$ cat src/rtl/divisor_secuencial_n_if.sv
// divisor_secuencial_n_if: start/operand/result bundle for the sequential divider
interface divisor_secuencial_n_if #(parameter int WIDTH = 4);
    logic             inicio;
    logic [WIDTH-1:0] dividendo;
    logic [WIDTH-1:0] divisor;
    logic [WIDTH-1:0] cociente;
    logic [WIDTH-1:0] residuo;
    logic             listo;
    logic             ocupado;
    logic             div_cero;
    modport master (output inicio, dividendo, divisor,
                    input  cociente, residuo, listo, ocupado, div_cero);
    modport slave  (input  inicio, dividendo, divisor,
                    output cociente, residuo, listo, ocupado, div_cero);
endinterface

$ cat src/rtl/divisor_secuencial_n.sv
// divisor_secuencial_n: restoring shift-subtract unsigned divider, one quotient bit per cycle
module divisor_secuencial_n #(
    parameter int WIDTH = 4
) (
    input logic                  clk,
    input logic                  rst_n,
    divisor_secuencial_n_if.slave bus
);
    localparam int CW = $clog2(WIDTH);
    typedef enum logic [1:0] {ESPERA, CALCULA, FIN} state_t;
    state_t           state_q, state_d;
    logic [CW-1:0]    cnt_q, cnt_d;
    logic [WIDTH-1:0] rem_q, rem_d, dvd_q, dvd_d, dvs_q, dvs_d;
    logic [WIDTH-1:0] coc_q, coc_d, res_q, res_d;
    logic             dz_q, dz_d;
    logic [WIDTH:0]   shf, dif;
    // dvd_q shifts the dividend out MSB first while quotient bits shift in behind it
    always_comb begin
        shf     = {rem_q, dvd_q[WIDTH-1]};
        dif     = shf - {1'b0, dvs_q};
        state_d = state_q;
        cnt_d   = cnt_q;
        rem_d   = rem_q;
        dvd_d   = dvd_q;
        dvs_d   = dvs_q;
        coc_d   = coc_q;
        res_d   = res_q;
        dz_d    = dz_q;
        case (state_q)
            ESPERA: if (bus.inicio) begin
                dvd_d = bus.dividendo;
                dvs_d = bus.divisor;
                cnt_d = CW'(WIDTH - 1);
                rem_d = '0;
                if (bus.divisor == '0) begin
                    state_d = FIN;
                    coc_d   = '1;
                    res_d   = bus.dividendo;
                    dz_d    = 1'b1;
                end else begin
                    state_d = CALCULA;
                end
            end
            CALCULA: begin
                rem_d = dif[WIDTH] ? shf[WIDTH-1:0] : dif[WIDTH-1:0];
                dvd_d = {dvd_q[WIDTH-2:0], ~dif[WIDTH]};
                cnt_d = cnt_q - 1'b1;
                if (cnt_q == '0) begin
                    state_d = FIN;
                    coc_d   = dvd_d;
                    res_d   = rem_d;
                    dz_d    = 1'b0;
                end
            end
            default: state_d = ESPERA;
        endcase
    end
    always_ff @(posedge clk) begin
        if (!rst_n) begin
            state_q <= ESPERA;
            cnt_q   <= '0;
            rem_q   <= '0;
            dvd_q   <= '0;
            dvs_q   <= '0;
            coc_q   <= '0;
            res_q   <= '0;
            dz_q    <= 1'b0;
        end else begin
            state_q <= state_d;
            cnt_q   <= cnt_d;
            rem_q   <= rem_d;
            dvd_q   <= dvd_d;
            dvs_q   <= dvs_d;
            coc_q   <= coc_d;
            res_q   <= res_d;
            dz_q    <= dz_d;
        end
    end
    assign bus.cociente = coc_q;
    assign bus.residuo  = res_q;
    assign bus.div_cero = dz_q;
    assign bus.listo    = state_q == FIN;
    assign bus.ocupado  = state_q != ESPERA;
endmodule

$ cat src/flat_wrapper.sv
// flat-port wrapper written by rule: the top's interface ports become plain ports
module divisor_secuencial_n_flat 
#(
    parameter int WIDTH = 4
)
  (clk, rst_n, bus_inicio, bus_dividendo, bus_divisor, bus_cociente, bus_residuo, bus_listo, bus_ocupado, bus_div_cero);
  divisor_secuencial_n_if #(.WIDTH(WIDTH)) bus_i ();
  input logic clk;
  input logic rst_n;
  input wire logic [$bits(bus_i.inicio)-1:0] bus_inicio;
  input wire logic [$bits(bus_i.dividendo)-1:0] bus_dividendo;
  input wire logic [$bits(bus_i.divisor)-1:0] bus_divisor;
  output wire logic [$bits(bus_i.cociente)-1:0] bus_cociente;
  output wire logic [$bits(bus_i.residuo)-1:0] bus_residuo;
  output wire logic [$bits(bus_i.listo)-1:0] bus_listo;
  output wire logic [$bits(bus_i.ocupado)-1:0] bus_ocupado;
  output wire logic [$bits(bus_i.div_cero)-1:0] bus_div_cero;
  assign bus_i.inicio = bus_inicio;
  assign bus_i.dividendo = bus_dividendo;
  assign bus_i.divisor = bus_divisor;
  assign bus_cociente = bus_i.cociente;
  assign bus_residuo = bus_i.residuo;
  assign bus_listo = bus_i.listo;
  assign bus_ocupado = bus_i.ocupado;
  assign bus_div_cero = bus_i.div_cero;
  divisor_secuencial_n #(.WIDTH(WIDTH)) u_core (.clk(clk), .rst_n(rst_n), .bus(bus_i));
endmodule
$ cat config.mk
export PLATFORM = sky130hd
export DESIGN_NAME = divisor_secuencial_n_flat
export DESIGN_NICKNAME = d
export VERILOG_FILES = /design/src/rtl/divisor_secuencial_n_if.sv /design/src/rtl/divisor_secuencial_n.sv /design/src/flat_wrapper.sv
export SDC_FILE = /design/constraint.sdc
export NUM_CORES = 1
export LEC_CHECK = 0
export BUFFER_PORTS_ARGS = -buffer_cell sky130_fd_sc_hd__buf_2
export CORE_MARGIN = 3
export CORE_UTILIZATION = 45
export DETAILED_ROUTE_END_ITERATION = 16
export PLACE_DENSITY = 0.74
export RECOVER_POWER = 50
export REMOVE_ABC_BUFFERS = 1
export SYNTH_ARGS = -nofsm -noshare
export SYNTH_HDL_FRONTEND = slang
export SYNTH_SLANG_ARGS = --single-unit
$ cat constraint.sdc
create_clock -name clk -period 5.6 [get_ports clk]
set_input_delay 1.68 -clock clk [delete_from_list [all_inputs] [get_ports clk]]
set_output_delay 1.68 -clock clk [all_outputs]
set_load 0.01 [all_outputs]
# Word level (Yosys, flattened, before mapping)
# Index checks and enable logic that the tools add are counted.
# W data, S select, Z words.
dict set report op_classes {
  reduce_logical 9
  multipliers 0
  shifts 0
  magnitude_cmp 0
  add_sub_neg 2
  n_eq_ne 5
  bitwise_logic 1
  div_mod_pow 0
  muxes 23
}
# operator count
set ops {}
lappend ops {{$mux W4} 9}
lappend ops {{$pmux W4 S2} 4}
lappend ops {{$mux W2} 4}
lappend ops {{$pmux W2 S2} 2}
lappend ops {{$reduce_and A2 Y1} 3}
lappend ops {{$sub A5 B4 Y5} 1}
lappend ops {{$logic_not A2 Y1} 2}
lappend ops {{$logic_not A4 Y1} 1}
lappend ops {{$ne A2 B1 Y1 const B} 2}
lappend ops {{$reduce_and A4 Y1} 1}
lappend ops {{$reduce_bool A2 Y1} 2}
lappend ops {{$mux W1} 3}
lappend ops {{$eq A2 B1 Y1 const B} 1}
lappend ops {{$eq A2 B2 Y1 const B} 1}
lappend ops {{$ne A2 B2 Y1 const B} 1}
lappend ops {{$pmux W1 S2} 1}
lappend ops {{$sub A2 B1 Y2 const B} 1}
lappend ops {{$not A1 Y1} 1}
dict set report totals {
  romBits 0
  input_bits 11
  latch_bits 0
  word_cells 48
  output_inout_bits 11
  ff_bits 25
  mem_count 0
  mem_bits_rw 0
}

# Depth between registers and ports, before layout
dict set report logic_depth {
  depth_word 4
  mapped_depth 8
  mapped_depth_nobuf 8
}

# Least setup slack after synthesis
# No wires, ideal clock.
dict set report synth_timing {
  path_kind {in2reg}
  startpoint {input bus_divisor[3]}
  endpoint {register u_core.res_q[0] (netlist: u_core.bus.residuo[0])}
  slack_ns 2.790
  n_path_buf 0
  t_arrival_ns 2.735
  setup_time_ns 0.074
  required_time_ns 5.526
  path_stages 5
  path_cell_list {nor4_4 nand3b_2 a21oi_4 mux2_2 o21ai_0}
}
dict set report synth_via {
  elab_chain_cells 3
}
# element line_no
set synth_lines {}
lappend synth_lines {{start, declared} flat_wrapper.sv:12} ;# input wire logic [$bits(bus_i.divisor)-1:0] bus_divisor;
lappend synth_lines {{$logic_not A4 Y1} divisor_secuencial_n.sv:35} ;# if (bus.divisor == '0) begin
lappend synth_lines {{$ne A2 B1 Y1 (no source line)} --}
lappend synth_lines {{$reduce_and A4 Y1 (no source line)} --}
lappend synth_lines {{end signal, assigned} divisor_secuencial_n.sv:75} ;# res_q <= res_d;
lappend synth_lines {{end, declared} divisor_secuencial_n.sv:14} ;# logic [WIDTH-1:0] coc_q, coc_d, res_q, res_d;
# No other way between the ends.
# A chain may end at the register's enable or synchronous reset.

# Final worst setup path
dict set report layout_timing {
  startpoint {input bus_divisor[3]}
  endpoint {register u_core.res_q[1] (netlist: u_core.bus.residuo[1])}
}
# The elaborated chain is that of the path after synthesis.

==> qor.csv <==
metric,value,unit
clockBufferDepth,2,
critical_path.reg2reg.startpoint,u_core.dvd_q[3],
worst_pin_slew,0.643,ns
area_delta_synth_final,8.51,%
nets,187,
synth.area.top_cells,"sky130_fd_sc_hd__dfxtp_1, sky130_fd_sc_hd__nand2_1, sky130_fd_sc_hd__nor2_1",
cts_tree,built,
run_status,finished clean,
n_fill_cell,266,
async_reset_ff_share,0,%
drive_gt1_share,14.2,%
post_cts_buffers,0,
synth-edff-count,0,
chipWidth,59.0,um
maximum_number_of_pins_on_one_net_before_global_route_repair,17,
yosys.area.top_type,sky130_fd_sc_hd__dfxtp_1,
fmax,322,MHz
route.final.wire_length,2680,um
globalRouteOverflowTotal,0,
final-setup-viol-count,0,
cts_repair_resize_count,0,
ys_seq_area_share,39.6,%
maxCapViolations,0,
initial_utilization,49.3,%
cts_made_buffers,3,
clock_pin_slew_reported_for_the_worst_setup_and_hold_paths_after_clock_tree_synthesis,0.13,ns
multi_input_area,678,um2
yosys_warnings,0,
detailed_place_hpwl,2050,um
leakagePower,0.534,nW
ys_dominant_reg_cell,sky130_fd_sc_hd__dfxtp_1,
hold_viol,0,
gate_count_after_technology_mapping,150,
final_period_minus_worst_setup_slack,3.11,ns
skew,0.00324,ns
syn-cell-area,1260,um2
startpoint,bus_divisor[3],
post_synth.cell_area_avg,8.43,um2
synth.top_cell.area_share,39.6,%
worstSetupEndpointType,register,
core-area,2570,um2
rsz0062_at_grt,false,
design.portCount,22,
final_cells,199,
place.detailed.instances,195,
cts_htree_levels,1,
row_count,18,
setup_tns_final,0,ns
vdd_drop_max,0.000177,V
power_density,279,nW/um2
clock_latency,0.31,ns
firstDrtPassIters,5,
critical_path_arrival,3.36,ns
tritoncts_num_sinks,25,
groute.usage.overall,16.4,%
layout.core_utilization,53.5,%
timing.critical_path.fanout_max,16,
cts-root-buf,sky130_fd_sc_hd__clkbuf_4,
num_vias,1086,
timing.critical_path.cells,buf_2 -> nor4_1 -> nand3b_2 -> a21oi_4 -> mux2_2 -> o21ai_0,
min-delay-path-class,reg -> reg,
seq_area,500,um2
timing_worst_setup_path_type,in -> reg,
synth_cell_types,36,
worst-r2r-setup-slack,3.28,ns
wire_per_inst,13.5,um
antenna_nets_post_route,0,
via_density_per_instance,5.46,
vertical_extent_of_the_die,59.0,um
iter_0_drt_violations,55,
first_global_vias,1031,
detail_route.drc_violations,0,
fp.dieArea,3480,um2
first_pass_grt_wire_length,4520,um
critical-path-max-stage-delay,0.54,ns
slew_limit_headroom,57.0,%
timing.critical_path.required,5.85,ns
cts.hold.buffers_added,0,
timing.final.crit_share,55.5,%
drv_slew,0,
hold_path_startpoint,u_core.dvs_q[0],
kind_of_start_point_of_the_critical_path,primary input,
crit_slowest_cell,sky130_fd_sc_hd__nor4_1,
place_congestion,0.801,
yosys_register_bits,25,
antenna_cells,0,
grt_antenna_before_repair,0,
port-buffer-count,21,
[Yosys cell counts (3+ instances only)]
master and count:
sky130_fd_sc_hd__mux2_2 4, sky130_fd_sc_hd__nand2_1 23, sky130_fd_sc_hd__nand2b_1 3, sky130_fd_sc_hd__ha_1 5, sky130_fd_sc_hd__inv_1 10, sky130_fd_sc_hd__nor2_1 20, sky130_fd_sc_hd__a311oi_1 4, sky130_fd_sc_hd__nand3_1 6
sky130_fd_sc_hd__a21oi_1 10, sky130_fd_sc_hd__o21ai_0 7, sky130_fd_sc_hd__dfxtp_1 25
[cell type report]
type / count / area share [%]
inverter: 10 / 2.73
sequential: 25 / 36.5
clock buffer: 4 / 1.91
tap: 30 / 2.73
timing repair buffer: 21 / 6.75
multi-input combinational: 109 / 49.4
[per-stage QoR]
| stage | area, um2 | hold WS (ns) | worst slack [ns] | power [W] |
|---|---|---|---|---|
| 2_1_floorplan | 1230 | 0.436 | 2.67 | 0.000277 |
| 3_3_place_gp | 1370 | 0.448 | 2.43 | 0.000305 |
| 3_5_place_dp | 1370 | 0.457 | 2.37 | 0.000309 |
| 4_1_cts | 1400 | 0.475 | 2.70 | 0.000388 |
| 5_1_grt | 1370 | 0.492 | 2.32 | 0.000407 |
| 6_report | 1370 | 0.471 | 2.49 | 0.000383 |
[path summary, 6_finish.rpt]
check	to	depth (start not counted)
min	u_core.dvs_q[0]	2
max	u_core.bus.residuo[1]	6
min reg2reg	u_core.dvs_q[0]	2
max reg2reg	u_core.bus.residuo[0]	8
[critical path: cells and delay by family]
| kind | cells | cell delay (ns) |
|---|---|---|
| AND/OR/NAND/NOR | 2 | 0.70 |
| multiplexers | 1 | 0.38 |
| buffers and inverters | 1 | 0.10 |
| AO/OA/AOI/OAI | 2 | 0.49 |
[cell usage in the layout, fill, tap and decap left out, drive strengths merged]
cell	count
buf	11
a21oi	11
a211oi	4
dfxtp	25
fa	1
o221ai	1
nand3b	1
nand4	2
ha	5
clkbuf	14
or2b	1
nor2	20
a22oi	1
nor4	1
a32oi	1
nand2b	3
nand3	6
nor3	1
or3b	1
nor2b	2
o21ai	7
nor3b	1
o211a	1
a311oi	4
inv	10
o21a	1
xnor2	2
a21boi	1
a31oi	2
and2	1
nand2	23
mux2	4
[sequential cells by signal, indices dropped and copies added, names as in the netlist]
register	flops
u_core.bus.residuo	4
u_core.rem_q	4
u_core.state_q	2
u_core.dvs_q	4
u_core.dvd_q	4
u_core.bus.cociente	4
u_core.bus.div_cero	1
u_core.cnt_q	2
[per-layer routing]
layer | part of all wire [%] | wire length [um] | vias up | GRT usage (%)
met4 | 0.52 | 14 | 0 | 4.53
met1 | 50 | 1340 | 509 | 23.7
li1 | - | - | 557 | -
met3 | 3.3 | 88 | 2 | 1.96
met2 | 46 | 1240 | 18 | 25.9
met5 | 0 | 0 | - | 0
[power breakdown]
part,internal [W],switching (W)
registers,0.000194,0.0000112
logic,0.0000383,0.0000591
clock network,0.0000278,0.0000530
[cells by family after synthesis]
logic type / synth area share (%)
and+or+nand+nor: 24.4
AOI/OAI and AO/OA: 18.9
DFF: 39.6
buffers and inverters: 5.64
adders and majority gates: 6.53
muxes: 3.56
xor gates and xnor gates: 1.39
No activity file was read; power rests on OpenSTA's default activity.
